===== src/rtl/pipeline_pkg.sv =====
// Shared loader definitions: FSM state encoding, header/word geometry constants.
package pipeline_pkg;

    typedef enum logic [2:0] {
        ST_IDLE,
        ST_HDR_HI,
        ST_HDR_LO,
        ST_DATA,
        ST_WRITE,
        ST_CHK,
        ST_DONE,
        ST_ERROR
    } ldr_state_e;

    localparam int unsigned LDR_HDR_W          = 16;
    localparam int unsigned LDR_BYTES_PER_WORD = 4;

    // States in which a Start pulse begins a new load.
    function automatic logic ldr_start_ok(input ldr_state_e s);
        return (s == ST_IDLE) || (s == ST_DONE) || (s == ST_ERROR);
    endfunction

endpackage


===== src/rtl/inst_mem_loader_byte_packer.sv =====
// Big-endian byte-to-word packer: 2-bit byte counter plus shift register.
// word always shows the word that the current byte would complete; full flags the 4th push.
module byte_packer
    import pipeline_pkg::*;
(
    input  logic        clk,
    input  logic        rst,
    input  logic        clr,
    input  logic        push,
    input  logic [7:0]  byte_in,
    output logic [31:0] word,
    output logic        full
);

    logic [1:0]  cnt_q, cnt_d;
    logic [23:0] sh_q, sh_d;

    assign word = {sh_q, byte_in};
    assign full = push && (cnt_q == 2'(LDR_BYTES_PER_WORD - 1));

    always_comb begin
        cnt_d = cnt_q;
        sh_d  = sh_q;
        if (clr) begin
            cnt_d = '0;
            sh_d  = '0;
        end else if (push) begin
            cnt_d = cnt_q + 2'd1;
            sh_d  = word[23:0];
        end
    end

    always_ff @(posedge clk or posedge rst) begin
        if (rst) begin
            cnt_q <= '0;
            sh_q  <= '0;
        end else begin
            cnt_q <= cnt_d;
            sh_q  <= sh_d;
        end
    end

endmodule


===== src/rtl/inst_mem_loader.sv =====
// Instruction-memory loader: header + byte stream -> sequential INST_MEM word writes, then CPU release.
// Optional trailer checksum byte enabled by defining INST_MEM_LOADER_CHECKSUM_EN.
module inst_mem_loader
    import pipeline_pkg::*;
#(
    parameter int unsigned AW        = 8,
    parameter int unsigned WORDS_MAX = 256
) (
    input  logic          CLK,
    input  logic          CLR,
    input  logic          Start,
    input  logic          In_Valid,
    input  logic [7:0]    In_Byte,
    output logic          In_Ready,
    output logic          Wr_En,
    output logic [AW-1:0] Wr_Addr,
    output logic [31:0]   Wr_Data,
    output logic          Cpu_En,
    output logic          Cpu_Clr_N,
    output logic          Busy,
    output logic          Done,
    output logic          Err
);

    ldr_state_e state_q, state_d;

    logic [LDR_HDR_W-1:0] hdr_q, hdr_d;
    logic [AW-1:0]        word_cnt_q, word_cnt_d;
    logic [AW-1:0]        wr_addr_q, wr_addr_d;
    logic [31:0]          wr_data_q, wr_data_d;

    logic                 xfer;
    logic [LDR_HDR_W-1:0] hdr_full;
    logic                 hdr_bad;
    logic                 last_word;

    logic                 pk_clr, pk_push, pk_full;
    logic [31:0]          pk_word;

`ifdef INST_MEM_LOADER_CHECKSUM_EN
    logic [7:0]           chk_q, chk_d;
`endif

    assign xfer      = In_Valid & In_Ready;
    assign hdr_full  = {hdr_q[LDR_HDR_W-1:8], In_Byte};
    assign hdr_bad   = (hdr_full == '0) || (32'(hdr_full) > WORDS_MAX);
    assign last_word = (32'(word_cnt_q) == (32'(hdr_q) - 32'd1));

    byte_packer u_packer (
        .clk     (CLK),
        .rst     (CLR),
        .clr     (pk_clr),
        .push    (pk_push),
        .byte_in (In_Byte),
        .word    (pk_word),
        .full    (pk_full)
    );

    always_ff @(posedge CLK or posedge CLR) begin
        if (CLR) begin
            state_q    <= ST_IDLE;
            hdr_q      <= '0;
            word_cnt_q <= '0;
            wr_addr_q  <= '0;
            wr_data_q  <= '0;
`ifdef INST_MEM_LOADER_CHECKSUM_EN
            chk_q      <= '0;
`endif
        end else begin
            state_q    <= state_d;
            hdr_q      <= hdr_d;
            word_cnt_q <= word_cnt_d;
            wr_addr_q  <= wr_addr_d;
            wr_data_q  <= wr_data_d;
`ifdef INST_MEM_LOADER_CHECKSUM_EN
            chk_q      <= chk_d;
`endif
        end
    end

    always_comb begin
        state_d = state_q;
        case (state_q)
            ST_IDLE, ST_DONE, ST_ERROR: if (Start) state_d = ST_HDR_HI;
            ST_HDR_HI: if (xfer) state_d = ST_HDR_LO;
            ST_HDR_LO: if (xfer) state_d = hdr_bad ? ST_ERROR : ST_DATA;
            ST_DATA:   if (xfer && pk_full) state_d = ST_WRITE;
            ST_WRITE: begin
                if (!last_word)
                    state_d = ST_DATA;
                else begin
`ifdef INST_MEM_LOADER_CHECKSUM_EN
                    state_d = ST_CHK;
`else
                    state_d = ST_DONE;
`endif
                end
            end
            ST_CHK: begin
`ifdef INST_MEM_LOADER_CHECKSUM_EN
                if (xfer) state_d = (In_Byte == chk_q) ? ST_DONE : ST_ERROR;
`else
                // Unreachable without the trailer; park safely.
                state_d = ST_ERROR;
`endif
            end
            default: state_d = ST_IDLE;
        endcase
    end

    // Write address/data are latched when the completing byte arrives so they are
    // valid throughout WRITE and hold afterwards.
    always_comb begin
        hdr_d      = hdr_q;
        word_cnt_d = word_cnt_q;
        wr_addr_d  = wr_addr_q;
        wr_data_d  = wr_data_q;
        pk_clr     = 1'b0;
        pk_push    = 1'b0;
`ifdef INST_MEM_LOADER_CHECKSUM_EN
        chk_d      = chk_q;
`endif
        case (state_q)
            ST_HDR_HI: begin
                if (xfer) hdr_d[LDR_HDR_W-1:8] = In_Byte;
`ifdef INST_MEM_LOADER_CHECKSUM_EN
                chk_d = '0;
`endif
            end
            ST_HDR_LO: begin
                if (xfer) begin
                    hdr_d      = hdr_full;
                    word_cnt_d = '0;
                    pk_clr     = 1'b1;
                end
            end
            ST_DATA: begin
                pk_push = xfer;
`ifdef INST_MEM_LOADER_CHECKSUM_EN
                if (xfer) chk_d = chk_q ^ In_Byte;
`endif
                if (xfer && pk_full) begin
                    wr_addr_d = word_cnt_q;
                    wr_data_d = pk_word;
                end
            end
            ST_WRITE: begin
                if (!last_word) word_cnt_d = word_cnt_q + AW'(1);
            end
            default: ;
        endcase
    end

    always_comb begin
        In_Ready  = 1'b0;
        Wr_En     = 1'b0;
        Cpu_En    = 1'b0;
        Cpu_Clr_N = 1'b0;
        Busy      = 1'b0;
        Done      = 1'b0;
        Err       = 1'b0;
        case (state_q)
            ST_HDR_HI, ST_HDR_LO, ST_DATA, ST_CHK: begin
                In_Ready = 1'b1;
                Busy     = 1'b1;
            end
            ST_WRITE: begin
                Wr_En = 1'b1;
                Busy  = 1'b1;
            end
            ST_DONE: begin
                Cpu_En    = 1'b1;
                Cpu_Clr_N = 1'b1;
                Done      = 1'b1;
            end
            ST_ERROR: Err = 1'b1;
            default: ;
        endcase
    end

    assign Wr_Addr = wr_addr_q;
    assign Wr_Data = wr_data_q;

endmodule

===== config.mk =====
export PLATFORM = sky130hd
export DESIGN_NAME = inst_mem_loader
export DESIGN_NICKNAME = d
export VERILOG_FILES = /design/src/rtl/pipeline_pkg.sv /design/src/rtl/inst_mem_loader_byte_packer.sv /design/src/rtl/inst_mem_loader.sv
export SDC_FILE = /design/constraint.sdc
export NUM_CORES = 1
export LEC_CHECK = 0
export CORE_ASPECT_RATIO = 1.5
export CORE_MARGIN = 8
export CORE_UTILIZATION = 59
export CTS_BUF_LIST = sky130_fd_sc_hd__clkbuf_8 sky130_fd_sc_hd__clkbuf_16
export DETAILED_ROUTE_END_ITERATION = 16
export GPL_ROUTABILITY_DRIVEN = 0
export PLACE_DENSITY = 0.82
export SLEW_MARGIN = 40
export SYNTH_ARGS = -nofsm -noshare
export SYNTH_HDL_FRONTEND = slang
export SYNTH_HIERARCHICAL = 1
export SYNTH_SLANG_ARGS = --single-unit

===== constraint.sdc =====
create_clock -name CLK -period 8.4 [get_ports CLK]
set_input_delay 1.26 -clock CLK [delete_from_list [all_inputs] [get_ports CLK]]
set_output_delay 1.26 -clock CLK [all_outputs]
set_load 0.01 [all_outputs]

==> flow_summary.toml <==
[logic_synthesis]
synth_top_area_cell = "dfrtp_1"
ys_types = 58
async_reset_ff_share_pct = 100
synthCells = 380
dominantRegCellSynth = "dfrtp_1"
avgSynthCellArea_um2 = 11.8
synth-warning-count = 6
syn_area_um2 = 4470
ys_seq_elements = 93
synth_fp_nets = 397
ys_seq_area_share_pct = 52.0
synth_edf_count = 0
synth_top_area_share_pct = 52.0
synth.top_cells.by_area = "dfrtp_1 (52%), mux2_2 (14%), mux2i_1 (5.8%)"

[cells_and_area]
layout.nets = 436
fillerInstances = 541
drive_gt1_share_pct = 20.8
register_area_um2 = 2330
utilization_pct = 70.5
final_common_cell = "dfrtp_1"
n_antenna_cell = 0
multiInputGateArea_um2 = 1910
area_growth_pct = 17.7
layout_common_cells = "dfrtp_1 (93), clkdlybuf4s50_1 (58), mux2_2 (54), nor2_1 (33), mux2i_1 (26)"

[sta]
final_max_slew_viol_count = 0
rsz0062_at_grt = "no"
setup_viol = 0
hold_viol = 0
setup_tns_ps = 0
max_freq_mhz = 242
whs_ps = 499
skew_ps = 2.87
min_period_over_period_pct = 49.1
slew_headroom_pct = 52.1
period_minus_slack_ps = 4130
worst_pin_slew_ps = 715

[job]
cap_violations = 0

[cts]
clkLatencyLatePin_ps = 340
cts_tree = "yes"
clkTransAtPathRegs_ps = 60
numCtsBuffers = 9
cts_resized = 0
cts-root-buf = "clkbuf_16"
cts_sinks = 93
htree_levels = 3
clk_path_buf_depth = 2
cts_hold_buf = 0
post-cts-setup-buffers = 0

[global_route]
grt_max_degree = 68
antenna_found_initial = 0
grt_pass1_wl_mm = 16.0
overflow = 0
grt_pass1_vias = 3195
grt_usage_pct = 19.5

[route]
ant_nets = 0
drc = 0
via_count = 3095
vias_per_cell = 5.90
wl_per_cell_um = 18.6
first_pass_iters = 4
routed_wl_mm = 9.78
dr.first_iter.drc_count = 193

[run_status]
status = "completed"

[power]
clockPowerShare_pct = 23.2
power.switching_mw = 0.553
peakVddDrop_mv = 0.192
pwr-share-seq_pct = 45.8
p_leak_nw = 2.35
p_int_mw = 0.983
p_comb_share_pct = 30.9
fin_total_pwr_mw = 1.54
power.density_nw_per_um2 = 292
switching_share_pct = 36.0

[floorplanning]
io_pins = 59
die_w_um = 87.1
core-area_um2 = 7470
die_area_um2 = 10700
die_h_um = 123
rows = 39
start_util_pct = 59.9

[worst_setup_path]
cp-end-kind = "flip-flop"
cp_max_fo = 28
critical_path_arrival_ps = 4370
crit_type = "in2reg"
critPathRequiredTime_ps = 8650
worst_setup_path_start_kind = "primary input"

[placed_design]
io_buffers = 58
dp_hpwl_mm = 6.66

[worst_hold_path]
hold_path.class = "reg2reg"
[power groups by stage]
stage,clock network [mW],registers [mW],logic [mW]
floorplan,0,0.630,0.422
global placement,0,0.702,0.449
detailed placement,0,0.708,0.469
CTS,0.364,0.702,0.476
global route,0.381,0.723,0.520
finish,0.356,0.704,0.475
[worst paths after layout]
kind                            startpoint           endpoint  slack [ps]  cells after the start
max in group asynchronous              CLR      word_cnt_q[3]        6540                      3
min in group asynchronous              CLR  u_packer/sh_q[20]        1340                      2
worst max-delay path              In_Valid         state_q[2]        4270                     12
worst max register to register  state_q[1]         state_q[2]        5050                     11
worst min-delay path             hdr_q[14]          hdr_q[14]         500                      1
worst min register to register   hdr_q[14]          hdr_q[14]         500                      1
[cell families after synthesis]
kind of cell               count (synthesis)  synth area share [%]
AOI/OAI and AO/OA                         45                  7.02
DFF                                       93                  52.0
buffers and inverters                     41                  5.48
muxes                                     80                  19.4
adders and majority gates                  5                  1.40
and+or+nand+nor                          105                  12.5
xor gates and xnor gates                  11                  2.15
[registers in the layout, summed over array words and instances, names as in the netlist]
signal,count
u_packer/cnt_q,2
hdr_q,16
Wr_Addr,8
u_packer/sh_q,24
Wr_Data,32
state_q,3
word_cnt_q,8
[worst max-delay path, cell delays in order]
cell	delay, ps
clkdlybuf4s50_1	500
inv_1	90
nor3_1	430
and2_1	200
buf_4	400
and2_1	280
o21ai_0	100
a221oi_1	360
o2bb2ai_1	260
nor4_1	310
a31oi_1	70
o31ai_1	90
[area by class of cell]
cell class                      count  area share [%]
Clock buffer                        9            4.28
Clock inverter                      6           0.642
Inverter                            8           0.570
Multi-Input combinational cell    246            36.4
Sequential cell                    93            44.2
Tap cell                          102            2.42
Timing Repair Buffer               61            11.5
[cell usage after synthesis (2+ instances only)]
cell type	count
a211oi_1	2
nand2b_1	3
xor2_1	3
nand4b_1	2
dfrtp_1	93
or3_1	7
or2_2	2
clkbuf_1	14
buf_6	2
a31oi_1	2
or4_1	2
nand3_1	4
xnor2_1	8
nor4_1	8
nor3_1	9
o21ai_0	10
inv_1	7
nor2b_1	2
nand4_1	2
mux2_2	54
and2_1	3
o21ai_1	4
o22ai_1	2
buf_12	2
ha_1	5
nand2_1	16
mux2i_1	26
a21oi_1	8
buf_2	5
buf_4	10
nor3b_1	2
nor2_1	34
nor2_2	2
[per-stage QoR]
stage | std cells | instance area [um^2] | setup WS, ps
floorplan | 380 | 4470 | 5140
global placement | 510 | 4990 | 4200
detailed placement | 510 | 5000 | 4020
CTS | 525 | 5260 | 4350
global route | 525 | 5270 | 4160
finish | 525 | 5270 | 4270
[metal layers]
layer | routed length, um | track usage (%)
met1 | 3870 | 21.9
met2 | 5090 | 33.2
met3 | 464 | 4.96
met4 | 345 | 10.4
met5 | 0 | 0
(Power assumes the default switching activity.)
